File: src/rtl/rx_lvds.sv
// Serial LVDS frame receiver: start bit (0), CH_NUM*8 data bits LSB first, stop bit (1).
// Transmitter shares the clock, so every bit is sampled exactly once.
`ifndef CH_NUM
`define CH_NUM 1
`endif

module rx_lvds #(
  parameter int unsigned CH_NUM = `CH_NUM
) (
  input  logic                  clk,
  input  logic                  rst_n,
  input  logic                  rx,
  output logic [CH_NUM*8-1:0]   data_out,
  output logic                  data_valid,
  output logic                  frame_err,
  output logic                  rx_busy
);

  localparam int unsigned N    = CH_NUM * 8;
  localparam int unsigned CntW = $clog2(N);

  typedef enum logic [1:0] {StIdle, StData, StStop, StHunt} state_e;

  state_e          state_q, state_d;
  logic [CntW-1:0] cnt_q, cnt_d;
  logic [N-1:0]    shift_q, shift_d;
  logic [N-1:0]    data_q, data_d;
  logic            valid_q, valid_d;
  logic            err_q, err_d;
  logic            s1_q, s2_q;

  // Two-flop synchroniser; resets to the idle line level so release is not a start bit.
  always_ff @(posedge clk or negedge rst_n) begin
    if (!rst_n) begin
      s1_q <= 1'b1;
      s2_q <= 1'b1;
    end else begin
      s1_q <= rx;
      s2_q <= s1_q;
    end
  end

  // Frame FSM next-state, shift register and output pulse decode.
  always_comb begin
    state_d = state_q;
    cnt_d   = cnt_q;
    shift_d = shift_q;
    data_d  = data_q;
    valid_d = 1'b0;
    err_d   = 1'b0;
    unique case (state_q)
      StIdle: begin
        if (!s2_q) begin
          state_d = StData;
          cnt_d   = '0;
        end
      end
      StData: begin
        // Right shift: after N shifts the first bit received sits at bit 0.
        shift_d = {s2_q, shift_q[N-1:1]};
        if (cnt_q == CntW'(N - 1)) begin
          state_d = StStop;
        end else begin
          cnt_d = cnt_q + 1'b1;
        end
      end
      StStop: begin
        if (s2_q) begin
          data_d  = shift_q;
          valid_d = 1'b1;
          state_d = StIdle;
        end else begin
          err_d   = 1'b1;
          state_d = StHunt;
        end
      end
      StHunt: begin
        // Wait for the line to go high so a stuck-low line is not re-read as starts.
        if (s2_q) begin
          state_d = StIdle;
        end
      end
      default: state_d = StIdle;
    endcase
  end

  // State and datapath registers.
  always_ff @(posedge clk or negedge rst_n) begin
    if (!rst_n) begin
      state_q <= StIdle;
      cnt_q   <= '0;
      shift_q <= '0;
      data_q  <= '0;
      valid_q <= 1'b0;
      err_q   <= 1'b0;
    end else begin
      state_q <= state_d;
      cnt_q   <= cnt_d;
      shift_q <= shift_d;
      data_q  <= data_d;
      valid_q <= valid_d;
      err_q   <= err_d;
    end
  end

  assign data_out   = data_q;
  assign data_valid = valid_q;
  assign frame_err  = err_q;
  assign rx_busy    = (state_q != StIdle);

endmodule

File: config.mk
export PLATFORM = sky130hd
export DESIGN_NAME = rx_lvds
export DESIGN_NICKNAME = d
export VERILOG_FILES = /design/src/rtl/rx_lvds.sv
export SDC_FILE = /design/constraint.sdc
export NUM_CORES = 1
export LEC_CHECK = 0
export BUFFER_PORTS_ARGS = -buffer_cell sky130_fd_sc_hd__buf_2
export CAP_MARGIN = 25
export CORE_MARGIN = 5
export CORE_UTILIZATION = 39
export DETAILED_ROUTE_END_ITERATION = 8
export SLEW_MARGIN = 20
export SYNTH_ARGS = -nofsm -noshare
export SYNTH_HDL_FRONTEND = slang
export SYNTH_SLANG_ARGS = --single-unit
File: constraint.sdc
create_clock -name clk -period 1.5 [get_ports clk]
set_input_delay 0.075 -clock clk [delete_from_list [all_inputs] [get_ports clk]]
set_output_delay 0.075 -clock clk [all_outputs]
set_load 0.005 [all_outputs]
==> results.txt, run 1 <==
----------------------------------------------------
[STA]
  RSZ-0062 raised after global routing ... no
  Relative slew slack ... 0.628
  Post-route clock skew ... between 2 and 2.5 ps
  Worst slack on hold paths ... around 270 ps
  Total Negative Setup Slacks ... 0 ps
  Worst Slack Setup Final ... approximately 110 ps
  Final number of max-transition violations ... 0
  Final critical delay including setup and external delays ... 1390 ps
  F_max ... about 0.72 GHz
  Number of setup violations in the final report ... 0
  Final-report hold violation count ... 0
  Worst Max-Slew Pin Slew ... 559 ps
  Period utilisation layout ... 0.925

[Flow run]
  Max-cap violations ... 0

[Critical path]
  Setup slack of the most critical reg-to-reg path ... 110 ps
  Category of cells accounting for the largest share of critical-path delay ... adder cells
  Data required time at the worst endpoint ... 1730 ps
  Biggest cell delay along the critical path ... 430 ps
  Crit path cell chain ... ha_1 > ha_1 > nor3_2 > a21oi_1 > o2bb2ai_1
  Worst path bufs/invs ... 0
  Critical Path Start Type ... flop
  Max FO, Critical Path ... 6
  Crit end category ... flop
  Data arrival time of the worst path ... 1620 ps
  CP dominant cell by count ... sky130_fd_sc_hd__ha_1
  Critical path class ... flop to flop
  Master of the slowest instance on the critical path ... sky130_fd_sc_hd__dfrtp_1

[Worst hold path]
  Worst hold path class ... input port to asynchronous set/reset pin

[Placed design]
  Quantity of I/O buffers inserted on ports ... 13
  Worst slack at placement ... about 110 ps
  Total cell area at the placement stage ... 1110 um^2
  Final Wtd Congestion ... 0.674
  HPWL reported at the end of detailed placement ... 1070 um

[GRT]
  Most Crowded Layer GR ... met2
  Vias in the first global route ... 584
  Met3 track demand over resource ... 0.0377
  Maximum number of pins on one net before global-route repair ... 26
  First-pass GRT wire length ... 2680 um
  Routing usage on met2 ... 0.148
  Global-route total usage across every layer ... 0.0993
  Number of antenna violations at the first check in global routing ... 0
  Global route total overflow ... 0
  Global-route track usage on met1 ... 0.135

[Power]
  Register share of total power ... 0.481
  Gate power share ... 0.399
  Peak ir drop on the vdd network ... 1.21 mV
  Proportion of total power due to net switching ... 0.308
  P_sw ... 0.745 mW
  Clock power frac ... 0.120
  PD cells ... about 2100 nW/um^2
  Cell-internal power ... 1.67 mW
  Standby leakage power ... 0.569 nW

[Final layout]
  Number of antenna diodes ... 0
  Number of fill cells in the layout ... ~230
  Number of nets in the finished design ... 89
  Core occupancy in the finished layout ... 0.468
  Fraction of layout cells with a size suffix above 1 ... 0.494
  Area grow syn2layout ... 14.3%
  Cell area after layout ... 1170 um^2

[Floorplan]
  Initial core utilization ... 0.409
  Area of the core region ... approximately 2500 um^2
  Die Height ... 61.2 um
  IO Count ... 14
  Site Rows ... 18
  Horiz. Die Dim ... 61.2 um
  Area of the die ... 3750 um^2

[Logic synthesis]
  Synthesis Warnings ... 0
  Top cells by area in the synthesized netlist ... sky130_fd_sc_hd__dfrtp_1, sky130_fd_sc_hd__mux2_4, sky130_fd_sc_hd__mux2_2, sky130_fd_sc_hd__dfstp_2, sky130_fd_sc_hd__o2bb2ai_1
  Share of synthesized area occupied by flip-flops and latches ... 0.614
  Most instantiated flip-flop cell in the synthesis netlist ... sky130_fd_sc_hd__dfrtp_1
  Number of synthesized register bits ... 25
  Top cell type by total area after synthesis ... sky130_fd_sc_hd__dfrtp_1
  Syn_nets ... 69
  Number of distinct library cells after synthesis ... 20
  Synthesized cell area ... 1020 um^2
  Syn_area_per_cell ... approximately 16 um^2
  Most numerous cell types in the synthesized netlist ... sky130_fd_sc_hd__dfrtp_1, sky130_fd_sc_hd__mux2_2, sky130_fd_sc_hd__mux2_4, sky130_fd_sc_hd__o2bb2ai_1
  Synth top area share ... 0.562
  Share of synthesized flip-flops with an asynchronous set or reset ... 1.00
  Dominant cell by count in the synthesized netlist ... sky130_fd_sc_hd__dfrtp_1
  Number of synthesized flops with an enable pin ... 0
  Syn Inst Count ... 64

[CTS]
  Clock input transition at the sequential cells of the worst setup and hold paths ... 130 ps
  Number of clock buffers inserted by TritonCTS ... 3
  TritonCTS clock tree ... done
  H-tree depth ... 1
  Root Driver ... sky130_fd_sc_hd__clkbuf_4
  Clock sink count ... 25
  Worst-skew pair later-pin latency ... 310 ps
  Maximum buffer depth of the clock tree ... 2

[Route]
  Number of vias per cell after detailed routing ... about 4.9
  DRT Pass-1 Iters ... 4
  Via Count ... about 560
  Average wire per cell in the routed design ... 13.6 um
  Post-detailed-route count of antenna-violating nets ... 0
  1st-iter DRT viols ... 1
  Number of remaining DRC errors ... 0
  Routed WL ... 1540 um

[Run status]
  Run status ... finished clean

----------------------------------------------------
power by group through the flow:
stage	Sequential [mW]	Clock, mW	Combinational [mW]
2_1_floorplan	1.15	0	0.748
3_3_place_gp	1.17	0	0.906
3_5_place_dp	1.18	0	0.947
4_1_cts	1.17	0.316	0.953
5_1_grt	1.21	0.348	1.06
6_report	1.16	0.291	0.964
registers in the layout, summed over array words and instances, names as in the netlist:
name,flops
data_valid,1
s1_q,1
data_out,8
s2_q,1
shift_q,8
cnt_q,3
frame_err,1
state_q,2
metal layers:
layer	routed length [um]	share of wire
met4	15	0.0098
met3	82	0.053
met1	749	0.49
met2	689	0.45
met5	0	0
cell families after synthesis:
group / Yosys count / share of synthesized area
buffers and inverters: 4 / 0.0293
AND/OR/NAND/NOR: 8 / 0.0599
AO/OA/AOI/OAI: 8 / 0.0575
flip-flops: 25 / 0.614
adder cells (fa/ha/maj): 2 / 0.0244
multiplexers: 17 / 0.215
placed cells by master (no fill, tap or decap), drive strengths merged:
cell          n
a21o          1
a21oi         2
a22oi         2
buf          15
clkbuf        4
dfrtp        23
dfstp         2
dlygate4sd3   2
ha            2
inv           2
mux2         16
mux2i         1
nand2         1
nand2b        1
nand3         1
nor2          2
nor3          1
nor3b         1
o2bb2ai       3
or2           1
worst paths after layout:
path	cells past startpoint	start	endpoint
setup / recovery	5	cnt_q[0]	cnt_q[0]
hold / removal	2	rst_n	cnt_q[1]
setup reg to reg	5	cnt_q[0]	cnt_q[0]
hold reg to reg	0	s1_q	s2_q
max in group asynchronous	2	rst_n	s1_q
min in group clk	0	s1_q	s2_q
through the flow:
| step | cells | total power, mW |
|---|---|---|
| 2_1_floorplan | 64 | 1.90 |
| 3_3_place_gp | 106 | 2.08 |
| 3_5_place_dp | 106 | 2.13 |
| 4_1_cts | 112 | 2.44 |
| 5_1_grt | 113 | 2.62 |
| 6_report | 113 | 2.42 |
layout make-up:
class                   count  area [um^2]  area share
flip-flops and latches     25          628       0.537
multi-input cells          35          370       0.317
repair buffers             17          100      0.0856
well taps                  30         37.5      0.0321
clock buffers               4         26.3      0.0225
inverters                   2         7.51     0.00642
what timing repair did:
item	in CTS	in global routing
endpoints found under the setup margin	0	1
hold endpoints to repair	24	0
buffers inserted	0	1
gates resized for setup	0	1
hold buffers	2	0
Power figures use the tool's default switching activity.
==> run 2: changes to the inputs <==
- CTS_BUF_LIST: not set -> sky130_fd_sc_hd__clkbuf_4 sky130_fd_sc_hd__clkbuf_8
==> results.txt, run 2 (same netlist as run 1, synthesis figures left out) <==
----------------------------------------------------
[STA]
  Final-report hold violation count ... 0
  RSZ-0062 raised after global routing ... no
  Number of setup violations in the final report ... 0
  Total Negative Setup Slacks ... 0 ps
  Relative slew slack ... 0.641
  Worst Max-Slew Pin Slew ... 538 ps
  Post-route clock skew ... 2.41 ps
  F_max ... 0.721 GHz
  Final critical delay including setup and external delays ... ~1400 ps
  Final number of max-transition violations ... 0
  Period utilisation layout ... 0.925

[Power]
  Proportion of total power due to net switching ... 0.305
  Peak ir drop on the vdd network ... roughly 1.2 mV
  Total power ... 2.43 mW
  Clock power frac ... 0.126
  Register share of total power ... 0.478
  Cell-internal power ... 1.69 mW
  P_sw ... 0.741 mW
  Standby leakage power ... 0.572 nW
  PD cells ... 2070 nW/um^2
  Gate power share ... 0.396

[Final layout]
  Most common cell after layout, fill and taps aside ... sky130_fd_sc_hd__dfrtp_1
  Area grow syn2layout ... 14.7%
  Number of antenna diodes ... 0
  Number of nets in the finished design ... 89
  Fraction of layout cells with a size suffix above 1 ... 0.506
  Core occupancy in the finished layout ... 0.469
  Highest-count cells in the layout ignoring fill and taps ... sky130_fd_sc_hd__dfrtp_1, sky130_fd_sc_hd__buf_2, sky130_fd_sc_hd__mux2_4, sky130_fd_sc_hd__mux2_2, sky130_fd_sc_hd__clkbuf_4

[Floorplan]
  Site Rows ... 18
  Area of the die ... 3750 um^2
  Initial core utilization ... 0.409
  Area of the core region ... 2500 um^2
  IO Count ... 14
  Horiz. Die Dim ... 61.2 um
  Die Height ... 61.2 um

[Critical path]
  Master of the slowest instance on the critical path ... sky130_fd_sc_hd__dfrtp_1
  Critical path startpoint ... state_q[1]
  Critical path class ... flop to output port
  Critical Path Start Type ... flop
  Max FO, Critical Path ... 7
  Category of cells accounting for the largest share of critical-path delay ... flip-flops
  Data required time at the worst endpoint ... about 1400 ps
  Data arrival time of the worst path ... 1310 ps
  Worst r2r path cells ... 5
  Crit end category ... output port
  Critical path depth in cells ... 3
  Biggest cell delay along the critical path ... roughly 440 ps
  Worst path bufs/invs ... 2
  Source of the worst register-to-register timing path ... cnt_q[0]
  Crit path cell chain ... buf_4 > or2_2 > buf_2

[CTS]
  Number of clock buffers inserted by TritonCTS ... 3
  Clock sink count ... 25
  H-tree depth ... 1
  Clock input transition at the sequential cells of the worst setup and hold paths ... between 100 and 150 ps
  Root Driver ... sky130_fd_sc_hd__clkbuf_4
  Worst-skew pair later-pin latency ... about 310 ps
  TritonCTS clock tree ... done
  Maximum buffer depth of the clock tree ... 2

[Route]
  Number of remaining DRC errors ... 0
  Post-detailed-route count of antenna-violating nets ... 0
  Routed WL ... 1520 um
  1st-iter DRT viols ... 1
  DRT Pass-1 Iters ... 2
  Via Count ... about 560
  Average wire per cell in the routed design ... 13.5 um
  Number of vias per cell after detailed routing ... 4.91

[Placed design]
  HPWL reported at the end of detailed placement ... 1070 um
  Quantity of I/O buffers inserted on ports ... 13
  Final Wtd Congestion ... 0.674

[GRT]
  Global route total overflow ... 0
  Global-route total usage across every layer ... 0.0985
  First-pass GRT wire length ... about 2700 um
  Maximum number of pins on one net before global-route repair ... 26
  Number of antenna violations at the first check in global routing ... 0
  Vias in the first global route ... 589

[Run status]
  Run status ... finished clean

[Flow run]
  Max-cap violations ... 0

[Worst hold path]
  Worst hold path class ... input port to asynchronous set/reset pin

----------------------------------------------------
[run 2: final cells by class]
type	count	area (um^2)
timing repair buffer	17	100
tap	30	37.5
inverter	2	7.51
sequential	25	628
fill	234	1330
multi-input combinational	35	370
clock buffer	4	30.0
[run 2: what timing repair did]
| item | CTS | global route |
|---|---|---|
| gates resized for setup | 0 | 1 |
| hold buffers | 2 | 0 |
| setup buffers | 0 | 1 |
| hold endpoints to repair | 24 | 0 |
| setup endpoints to repair | 0 | 1 |
[run 2: path summary, 6_finish.rpt]
| kind | end | slack [ps] |
|---|---|---|
| max in group asynchronous | s2_q | 870 |
| hold reg to reg | s2_q | 360 |
| setup / recovery | rx_busy | 110 |
| min in group clk | s2_q | 360 |
| setup reg to reg | cnt_q[0] | 120 |
| hold / removal | cnt_q[1] | 260 |
[run 2: per-stage QoR]
step	instance area [um^2]	setup WS (ps)	hold slack, ps	instances
after floorplan	1020	276	-221	64
after global placement	1110	238	96.4	106
after detailed placement	1110	111	97.0	106
after CTS	1160	83.7	273	112
after global routing	1170	11.5	319	113
final	1170	112	262	113
[run 2: power by group through the flow]
stage	Sequential (mW)	Clock, mW	Combinational (mW)
2_1_floorplan	1.15	0	0.748
3_3_place_gp	1.17	0	0.906
3_5_place_dp	1.18	0	0.947
4_1_cts	1.17	0.332	0.953
5_1_grt	1.21	0.364	1.06
6_report	1.16	0.307	0.963
[run 2: routing by layer]
metal / vias up / GRT usage / share of wire
met5: - / 0 / 0
met4: 0 / 0.0279 / 0.0099
met3: 2 / 0.0377 / 0.054
met2: 11 / 0.148 / 0.45
met1: 279 / 0.133 / 0.49
li1: 263 / - / -
==> run 3: changes to the inputs <==
- CORE_UTILIZATION: 39 -> 58
- PLACE_DENSITY: not set -> 0.8
==> results.txt, run 3 (same netlist as run 1, synthesis figures left out) <==
----------------------------------------------------
[Route]
  Number of vias per cell after detailed routing ... 5.23
  DRT Pass-1 Iters ... 2
  Via Count ... 554
  Post-detailed-route count of antenna-violating nets ... 0
  Routed WL ... ~1500 um
  Average wire per cell in the routed design ... 14.0 um
  1st-iter DRT viols ... 8
  Number of remaining DRC errors ... 0

[CTS]
  Clock input transition at the sequential cells of the worst setup and hold paths ... 120 ps
  H-tree depth ... 1
  Worst-skew pair later-pin latency ... about 310 ps
  Maximum buffer depth of the clock tree ... 2
  Clock sink count ... 25
  Number of clock buffers inserted by TritonCTS ... 3
  Root Driver ... sky130_fd_sc_hd__clkbuf_4
  Cts repair resizes ... 0
  TritonCTS clock tree ... done

[Critical path]
  Worst path bufs/invs ... 0
  Critical path class ... flop to flop
  Crit end category ... flop
  Master of the slowest instance on the critical path ... sky130_fd_sc_hd__dfrtp_1
  Max FO, Critical Path ... 6
  Category of cells accounting for the largest share of critical-path delay ... adder cells
  Biggest cell delay along the critical path ... 430 ps
  Critical Path Start Type ... flop
  Data required time at the worst endpoint ... approximately 1700 ps
  Data arrival time of the worst path ... about 1600 ps
  CP dominant cell by count ... sky130_fd_sc_hd__ha_1
  Crit path cell chain ... ha_1 > ha_1 > nor2_1 > a22oi_1 > o2bb2ai_1

[Floorplan]
  Area of the core region ... 1710 um^2
  IO Count ... 14
  Area of the die ... approximately 2700 um^2
  Die Height ... 52.0 um
  Horiz. Die Dim ... 52.0 um
  Site Rows ... 15
  Initial core utilization ... 0.599

[STA]
  RSZ-0062 raised after global routing ... no
  Worst Slack Setup Final ... 107 ps
  Final-report hold violation count ... 0
  Relative slew slack ... 0.649
  Total Negative Setup Slacks ... 0 ps
  F_max ... around 0.72 GHz
  Worst Max-Slew Pin Slew ... 527 ps
  Post-route clock skew ... around 3.2 ps
  Number of setup violations in the final report ... 0
  Period utilisation layout ... 0.929
  Final critical delay including setup and external delays ... roughly 1400 ps
  Final number of max-transition violations ... 0

[GRT]
  First-pass GRT wire length ... 2650 um
  Number of antenna violations at the first check in global routing ... 0
  Vias in the first global route ... 609
  Global-route total usage across every layer ... 0.139
  Maximum number of pins on one net before global-route repair ... 26
  Global route total overflow ... 0

[Final layout]
  Highest-count cells in the layout ignoring fill and taps ... sky130_fd_sc_hd__dfrtp_1, sky130_fd_sc_hd__buf_2, sky130_fd_sc_hd__mux2_4, sky130_fd_sc_hd__mux2_2
  Number of nets in the finished design ... 87
  Area grow syn2layout ... 11.9%
  Number of fill cells in the layout ... 125
  Most common cell after layout, fill and taps aside ... sky130_fd_sc_hd__dfrtp_1
  Number of antenna diodes ... 0
  Fraction of layout cells with a size suffix above 1 ... 0.481

[Power]
  Standby leakage power ... 0.559 nW
  Proportion of total power due to net switching ... 0.314
  Gate power share ... 0.380
  P_sw ... ~0.75 mW
  Peak ir drop on the vdd network ... 0.997 mV
  Register share of total power ... 0.501
  PD cells ... 2080 nW/um^2
  Clock power frac ... 0.119
  Cell-internal power ... 1.63 mW

[Placed design]
  Final Wtd Congestion ... 0.674
  Quantity of I/O buffers inserted on ports ... 13
  HPWL reported at the end of detailed placement ... 1050 um
  Worst slack at placement ... 125 ps

[Flow run]
  Max-cap violations ... 0

[Worst hold path]
  Worst hold path class ... input port to asynchronous set/reset pin

[Run status]
  Run status ... finished clean

----------------------------------------------------
[run 3: changes by cell type in the layout (fill, tap and decap cells not counted)]
cell | before | now
sky130_fd_sc_hd__nor3_2 | 1 | 0
sky130_fd_sc_hd__clkinv_2 | 0 | 1
sky130_fd_sc_hd__clkbuf_4 | 4 | 3
sky130_fd_sc_hd__buf_4 | 2 | 0
sky130_fd_sc_hd__nor3_1 | 0 | 1
[run 3: path summary, 6_finish.rpt]
check                              to  cells past startpoint  startpoint  slack (ps)
max reg2reg                  cnt_q[2]                      5    cnt_q[0]         110
min                        shift_q[0]                      2       rst_n         260
max in group asynchronous        s1_q                      2       rst_n         880
min reg2reg                      s2_q                      0        s1_q         370
min in group clk                 s2_q                      0        s1_q         370
max                          cnt_q[2]                      5    cnt_q[0]         110
[run 3: timing repair]
action                     4_1_cts  5_1_grt
hold buffers                     2        0
setup buffers                    0        0
hold endpoints to repair        24        0
setup endpoints to repair        0        0
[run 3: cell type report]
cell class / instances / area (um^2) / area share
well taps: 25 / 31.3 / 0.0273
inverters: 2 / 7.51 / 0.00656
repair buffers: 15 / 85.1 / 0.0743
multi-input cells: 35 / 365 / 0.319
clock buffers: 3 / 22.5 / 0.0197
flip-flops and latches: 25 / 628 / 0.549
clock inverters: 1 / 5.00 / 0.00437
[run 3: routing by layer]
metal  global-route usage  share of wire  up-vias
met4               0.0786          0.016        0
met1                0.162           0.43      282
met2                0.230           0.52       11
met3               0.0344          0.037        2
met5                    0              0        -
li1                     -              -      259
[run 3: power by group through the flow]
| stage | logic (mW) | registers [mW] | clock network, mW |
|---|---|---|---|
| 2_1_floorplan | 0.748 | 1.15 | 0 |
| 3_3_place_gp | 0.868 | 1.19 | 0 |
| 3_5_place_dp | 0.913 | 1.21 | 0 |
| 4_1_cts | 0.923 | 1.20 | 0.299 |
| 5_1_grt | 0.996 | 1.24 | 0.334 |
| 6_report | 0.906 | 1.19 | 0.283 |
[run 3: metrics by stage]
stage	hold slack, ps	instance area [um^2]	util	std cells	power [mW]
2_1_floorplan	-221	1020	-	64	1.90
3_3_place_gp	83.0	1100	0.642	100	2.05
3_5_place_dp	81.6	1100	0.642	100	2.13
4_1_cts	265	1140	0.670	106	2.42
5_1_grt	287	1140	0.670	106	2.57
6_report	256	1140	0.670	106	2.38
